### src/rtl/rx_sync_ctrl.sv
`default_nettype none
// ============================================================================
// Module      : rx_sync_ctrl
// Description : Serial receive alignment/synchronisation controller. Hunts the
//               MSB-first bit stream for the COM symbol at any bit offset,
//               locks word boundaries after LOCK_COUNT aligned COMs, strobes
//               aligned bytes while locked and drops lock after MAX_GAP
//               consecutive non-COM words.
// Revision    : 1.0 - initial release
// ============================================================================
module rx_sync_ctrl #(
  parameter logic [7:0] COM_SYMBOL = 8'hBC,
  parameter int         LOCK_COUNT = 4,
  parameter int         MAX_GAP    = 16
) (
  input  logic       clk_32f,
  input  logic       reset_L,
  input  logic       data_in,
  output logic       active,
  output logic       valid,
  output logic       word_strobe,
  output logic [7:0] word_out,
  output logic [2:0] bit_cnt,
  output logic [1:0] sync_state
);

  localparam int CW = $clog2(LOCK_COUNT + 1);
  localparam int GW = $clog2(MAX_GAP + 1);
  localparam logic [CW-1:0] c_lock    = CW'(LOCK_COUNT);
  localparam logic [CW-1:0] c_com_one = CW'(1);
  localparam logic [GW-1:0] c_gap_max = GW'(MAX_GAP);

  typedef enum logic [1:0] {
    ST_SEARCH  = 2'd0,
    ST_COUNT   = 2'd1,
    ST_ACTIVE  = 2'd2,
    ST_ILLEGAL = 2'd3
  } state_t;

  state_t          r_state,   w_state;
  logic [7:0]      r_win;
  logic [CW-1:0]   r_com_cnt, w_com_cnt;
  logic [GW-1:0]   r_gap_cnt, w_gap_cnt;
  logic [2:0]      r_bit_cnt, w_bit_cnt;
  logic [7:0]      r_word,    w_word;
  logic            r_strobe,  w_strobe;
  logic            r_valid,   w_valid;
  logic            r_active,  w_active;

  logic [7:0]      w_nxt;
  logic            w_boundary;
  logic            w_com;
  logic [CW-1:0]   w_com_inc;
  logic [GW-1:0]   w_gap_inc;

  // Next-state and registered-output decode for the alignment FSM
  always_comb begin
    w_nxt      = {r_win[6:0], data_in};
    w_boundary = (r_bit_cnt == 3'd7);
    w_com      = (w_nxt == COM_SYMBOL);
    // COM counter saturates at the lock threshold rather than wrapping
    w_com_inc  = (r_com_cnt == c_lock) ? r_com_cnt : r_com_cnt + 1'b1;
    w_gap_inc  = r_gap_cnt + 1'b1;

    w_state    = r_state;
    w_com_cnt  = r_com_cnt;
    w_gap_cnt  = r_gap_cnt;
    w_bit_cnt  = r_bit_cnt + 3'd1;
    w_word     = r_word;
    w_strobe   = 1'b0;
    w_valid    = 1'b0;
    w_active   = r_active;

    case (r_state)
      ST_SEARCH: begin
        // Bit position is meaningless until a COM has been seen
        w_bit_cnt = 3'd0;
        w_active  = 1'b0;
        if (w_com) begin
          w_com_cnt = c_com_one;
          if (LOCK_COUNT == 1) begin
            w_state   = ST_ACTIVE;
            w_active  = 1'b1;
            w_gap_cnt = '0;
          end else begin
            w_state = ST_COUNT;
          end
        end
      end

      ST_COUNT: begin
        if (w_boundary) begin
          if (w_com) begin
            w_com_cnt = w_com_inc;
            if (w_com_inc == c_lock) begin
              // The locking COM itself is consumed here and not strobed
              w_state   = ST_ACTIVE;
              w_active  = 1'b1;
              w_gap_cnt = '0;
            end
          end else begin
            w_com_cnt = '0;
            w_state   = ST_SEARCH;
          end
        end
      end

      ST_ACTIVE: begin
        if (w_boundary) begin
          w_strobe = 1'b1;
          w_word   = w_nxt;
          w_valid  = !w_com;
          if (w_com) begin
            w_gap_cnt = '0;
          end else if (w_gap_inc == c_gap_max) begin
            // Last tolerated word is still delivered on the same edge lock drops
            w_gap_cnt = '0;
            w_com_cnt = '0;
            w_state   = ST_SEARCH;
            w_active  = 1'b0;
          end else begin
            w_gap_cnt = w_gap_inc;
          end
        end
      end

      default: begin
        // Unreachable encoding: return to a clean SEARCH with outputs cleared
        w_state   = ST_SEARCH;
        w_com_cnt = '0;
        w_gap_cnt = '0;
        w_bit_cnt = 3'd0;
        w_word    = 8'h00;
        w_active  = 1'b0;
      end
    endcase
  end

  // State, counters, shift window and registered outputs
  always_ff @(posedge clk_32f or negedge reset_L) begin
    if (!reset_L) begin
      r_state   <= ST_SEARCH;
      r_win     <= 8'h00;
      r_com_cnt <= '0;
      r_gap_cnt <= '0;
      r_bit_cnt <= 3'd0;
      r_word    <= 8'h00;
      r_strobe  <= 1'b0;
      r_valid   <= 1'b0;
      r_active  <= 1'b0;
    end else begin
      r_state   <= w_state;
      r_win     <= w_nxt;
      r_com_cnt <= w_com_cnt;
      r_gap_cnt <= w_gap_cnt;
      r_bit_cnt <= w_bit_cnt;
      r_word    <= w_word;
      r_strobe  <= w_strobe;
      r_valid   <= w_valid;
      r_active  <= w_active;
    end
  end

  assign active      = r_active;
  assign valid       = r_valid;
  assign word_strobe = r_strobe;
  assign word_out    = r_word;
  assign bit_cnt     = r_bit_cnt;
  assign sync_state  = r_state;

endmodule
`default_nettype wire

### config.mk
export PLATFORM = sky130hd
export DESIGN_NAME = rx_sync_ctrl
export DESIGN_NICKNAME = d
export VERILOG_FILES = /design/src/rtl/rx_sync_ctrl.sv
export SDC_FILE = /design/constraint.sdc
export NUM_CORES = 1
export LEC_CHECK = 0
export CAP_MARGIN = 5
export CORE_MARGIN = 2
export CORE_UTILIZATION = 45
export CTS_BUF_LIST = sky130_fd_sc_hd__clkbuf_4 sky130_fd_sc_hd__clkbuf_8
export DETAILED_ROUTE_END_ITERATION = 10
export PLACE_DENSITY = 0.64
export SKIP_LAST_GASP = 1
export SLEW_MARGIN = 15
export SYNTH_ARGS = -nofsm -noshare
export SYNTH_HDL_FRONTEND = slang
export SYNTH_SLANG_ARGS = --single-unit
### constraint.sdc
create_clock -name clk_32f -period 2.5 [get_ports clk_32f]
set_clock_uncertainty 0.1 [all_clocks]
set_input_delay 0.25 -clock clk_32f [delete_from_list [all_inputs] [get_ports clk_32f]]
set_output_delay 0.25 -clock clk_32f [all_outputs]
set_load 0.02 [all_outputs]
==> impl_metrics.py <==
metrics = {
    "die": {
        "ioPinCount": 19,
        "die_area_mm2": 0.00376,
        "core_area_mm2": 0.00310,
        "die_h_um": 61.4,
        "start_util_pct": 47.7,
        "row_count": 20,
        "die_w_um": 61.4,
    },
    "finish": {
        "fin_cells": 209,
        "layout-drive-gt1-share_pct": 10.9,
        "area_growth_pct": 23.4,
        "n_antenna_cell": 0,
        "fin_nets": 175,
        "nFillCells": 280,
    },
    "logic_synthesis": {
        "synth_cell_types": 38,
        "async_reset_ff_share_pct": 100,
        "synth_cells": 140,
        "syn-num-nets": 151,
        "yosysWarnings": 0,
        "synth_edf_count": 0,
        "synth_ff_type": "dfrtp_1",
        "avgSynthCellArea_um2": 10.6,
        "synth_area_mm2": 0.00148,
        "synth_area_leaders": "dfrtp_1 (52%), ha_1 (6.8%), nand2_1 (5.8%)",
        "synth-seq-cells": 31,
        "yosysSeqAreaShare_pct": 52.4,
        "yosys.area.top_type": "dfrtp_1",
        "synth_top_area_share_pct": 52.4,
    },
    "timing": {
        "fin_crit_ns": 2.29,
        "finalHoldViolCount": 0,
        "rsz0062_at_grt": "false",
        "fin_crit_sh_pct": 91.6,
        "fin_setup_tns_ns": 0,
        "tightest_slew_ns": 0.587,
        "slew_headroom_pct": 60.6,
        "fmax_mhz": 437,
        "slew_viol_final": 0,
        "setup_viol": 0,
    },
    "grt": {
        "grt_overflow_total": 0,
        "grt_use_met1_pct": 25.0,
        "use_met2_pct": 31.3,
        "grt_pass1_vias": 1193,
        "grt_max_degree": 32,
        "busiest_layer": "met2",
        "track_usage_pct": 20.1,
        "grt_first_pass_wirelength_um": 5470,
        "antenna_found_initial": 0,
        "met3_usage_pct": 7.77,
    },
    "setup_path": {
        "ff2ff_path_depth": 7,
        "critPathKind": "reg -> reg",
        "worstSetupStartpoint": "r_com_cnt[0]",
        "cp_max_fo": 6,
        "critical_path.slowest_cell": "dfrtp_1",
        "crit_path_end": "r_gap_cnt[3]",
        "cp.arrival_ns": 2.41,
        "crit_required_ns": 2.62,
        "crit_chain": "inv_1, ha_1, or3b_4, a311oi_4, a41oi_4, o21ai_1, o31ai_1",
        "r2r_end": "r_gap_cnt[3]",
        "cp-start-kind": "flop",
        "critPathCaptureType": "flop",
        "crit_path_max_incr_delay_ns": 0.48,
        "rrSetupSlack_ns": 0.21,
        "r2r-start": "r_com_cnt[0]",
    },
    "run_status": {
        "status": "complete, no violations",
    },
    "clocking": {
        "cts_resized": 0,
        "clockBufferDepth": 2,
        "path_clk_slew_ns": 0.10,
        "cts_root_buf": "clkbuf_4",
        "cts_sinks": 31,
        "cts_tree": "yes",
        "cts_htree_levels": 2,
        "insertion_delay_ns": 0.33,
        "post_cts_buffers": 0,
        "ctsHoldBuffers": 0,
        "cts_buffers": 5,
    },
    "power": {
        "vdd_drop_max_mv": 0.657,
        "power_density_mw_per_mm2": 1060,
        "p_leak_nw": 0.863,
    },
    "placement": {
        "dp_cells": 201,
        "dpl.hpwl_um": 2180,
        "io_buffers": 18,
        "gp_congestion": 0.966,
    },
    "drt": {
        "vias": 1133,
        "wire_per_inst_um": 14.8,
        "ant_nets": 0,
        "via_per_inst": 5.42,
        "wirelength_um": 3100,
        "drt_iter0_markers": 70,
        "dr.pass1.iters": 4,
        "drcViolationCount": 0,
    },
    "run": {
        "max_cap_violations": 0,
    },
    "worst_hold_path": {
        "hp-class": "in -> async",
    },
}
## power breakdown
part	internal, W	switching (W)	leakage [nW]	total (W)
logic	0.000325	0.000455	0.397	0.000780
clock network	0.000323	0.000170	0.0559	0.000493
registers	0.000587	0.0000745	0.409	0.000661
total	0.00123	0.000699	0.863	0.00193
## area by class of cell
| type | count | area, um2 | area share, % |
|---|---|---|---|
| clock buffers | 6 | 45.0 | 2.47 |
| clock inverters | 2 | 60.1 | 3.29 |
| inverters | 6 | 22.5 | 1.23 |
| multi-input cells | 99 | 666 | 36.4 |
| flip-flops and latches | 31 | 776 | 42.5 |
| well taps | 44 | 55.1 | 3.01 |
| repair buffers | 21 | 203 | 11.1 |
## how the worst min path moves through the flow
stage,start,slack [ns],to
after CTS,reset_L,0.21,word_out[6]
after global placement,r_win[4],0.28,r_win[5]
final,reset_L,0.20,word_out[6]
after global routing,reset_L,0.21,word_out[4]
after floorplan,reset_L,-0.15,active
after detailed placement,r_win[3],0.28,r_win[4]
## critical path: cells and delay by family (launching register included)
family / cells / cell delay, ns
simple gates: 1 / 0.42
buf+inv: 1 / 0.08
flops: 1 / 0.48
fa+ha+maj: 1 / 0.25
compound gates: 4 / 0.86
## cell usage after synthesis, types with 2 or more instances
| master | n |
|---|---|
| and2_1 | 3 |
| nand3_1 | 14 |
| nor2b_1 | 3 |
| inv_1 | 6 |
| o211ai_1 | 2 |
| a31oi_1 | 3 |
| dfrtp_1 | 31 |
| ha_1 | 8 |
| nand2_1 | 23 |
| clkbuf_1 | 2 |
| a21oi_1 | 4 |
| and3_1 | 3 |
| nand4_1 | 2 |
| o21ai_1 | 5 |
| nor2_1 | 6 |
| o31ai_1 | 3 |
## per-layer routing
metal / share of wire, % / wire (um) / vias up
li1: - / - / 548
met3: 4.8 / 148 / 6
met4: 1.6 / 51 / 0
met1: 46 / 1420 / 547
met2: 48 / 1480 / 32
met5: 0 / 0 / -
## registers in the layout, indices dropped and copies added (netlist names)
| name | count |
|---|---|
| valid | 1 |
| active | 1 |
| bit_cnt | 3 |
| word_strobe | 1 |
| sync_state | 2 |
| word_out | 8 |
| r_win | 7 |
| r_com_cnt | 3 |
| r_gap_cnt | 5 |
## stage by stage
stage                     instance area, um2  total power, W  hold WS, ns  setup slack (ns)  utilization [%]
after floorplan                         1480         0.00117       -0.146             0.445                -
after global placement                  1720         0.00142        0.275             0.344             55.5
after detailed placement                1720         0.00145        0.283             0.245             55.5
after CTS                               1830         0.00195        0.210             0.223             58.9
after global routing                    1830         0.00207        0.212             0.105             58.9
final                                   1830         0.00193        0.203             0.209             58.9
## cell usage in the layout (no fill, tap or decap), drive strengths merged, types with 2 or more instances in the layout
cell           Yosys  layout
dfrtp             31      31
buf                2       3
clkbuf             2       6
ha                 8       8
bufinv             0       2
a31oi              3       3
o21ai              6       6
clkdlybuf4s50      0      18
nand4              3       3
nand2             23      23
and2               4       4
o211ai             2       2
nor2               6       6
a21oi              4       4
inv                6       6
o31ai              3       3
nor2b              3       3
and3               3       3
nand3             14      14
## cells by family (layout without fill, tap and decap cells)
kind of cell             count (synthesis)  after routing  share of synthesized area (%)
flip-flops                              31             31                           52.4
AND/OR/NAND/NOR                         62             62                           21.5
adder cells (fa/ha/maj)                  8              8                           6.76
AO/OA/AOI/OAI                           27             27                           15.0
buffers and inverters                   10             35                           2.62
multiplexers                             2              2                           1.69
No activity file was read; power rests on OpenSTA's default activity.
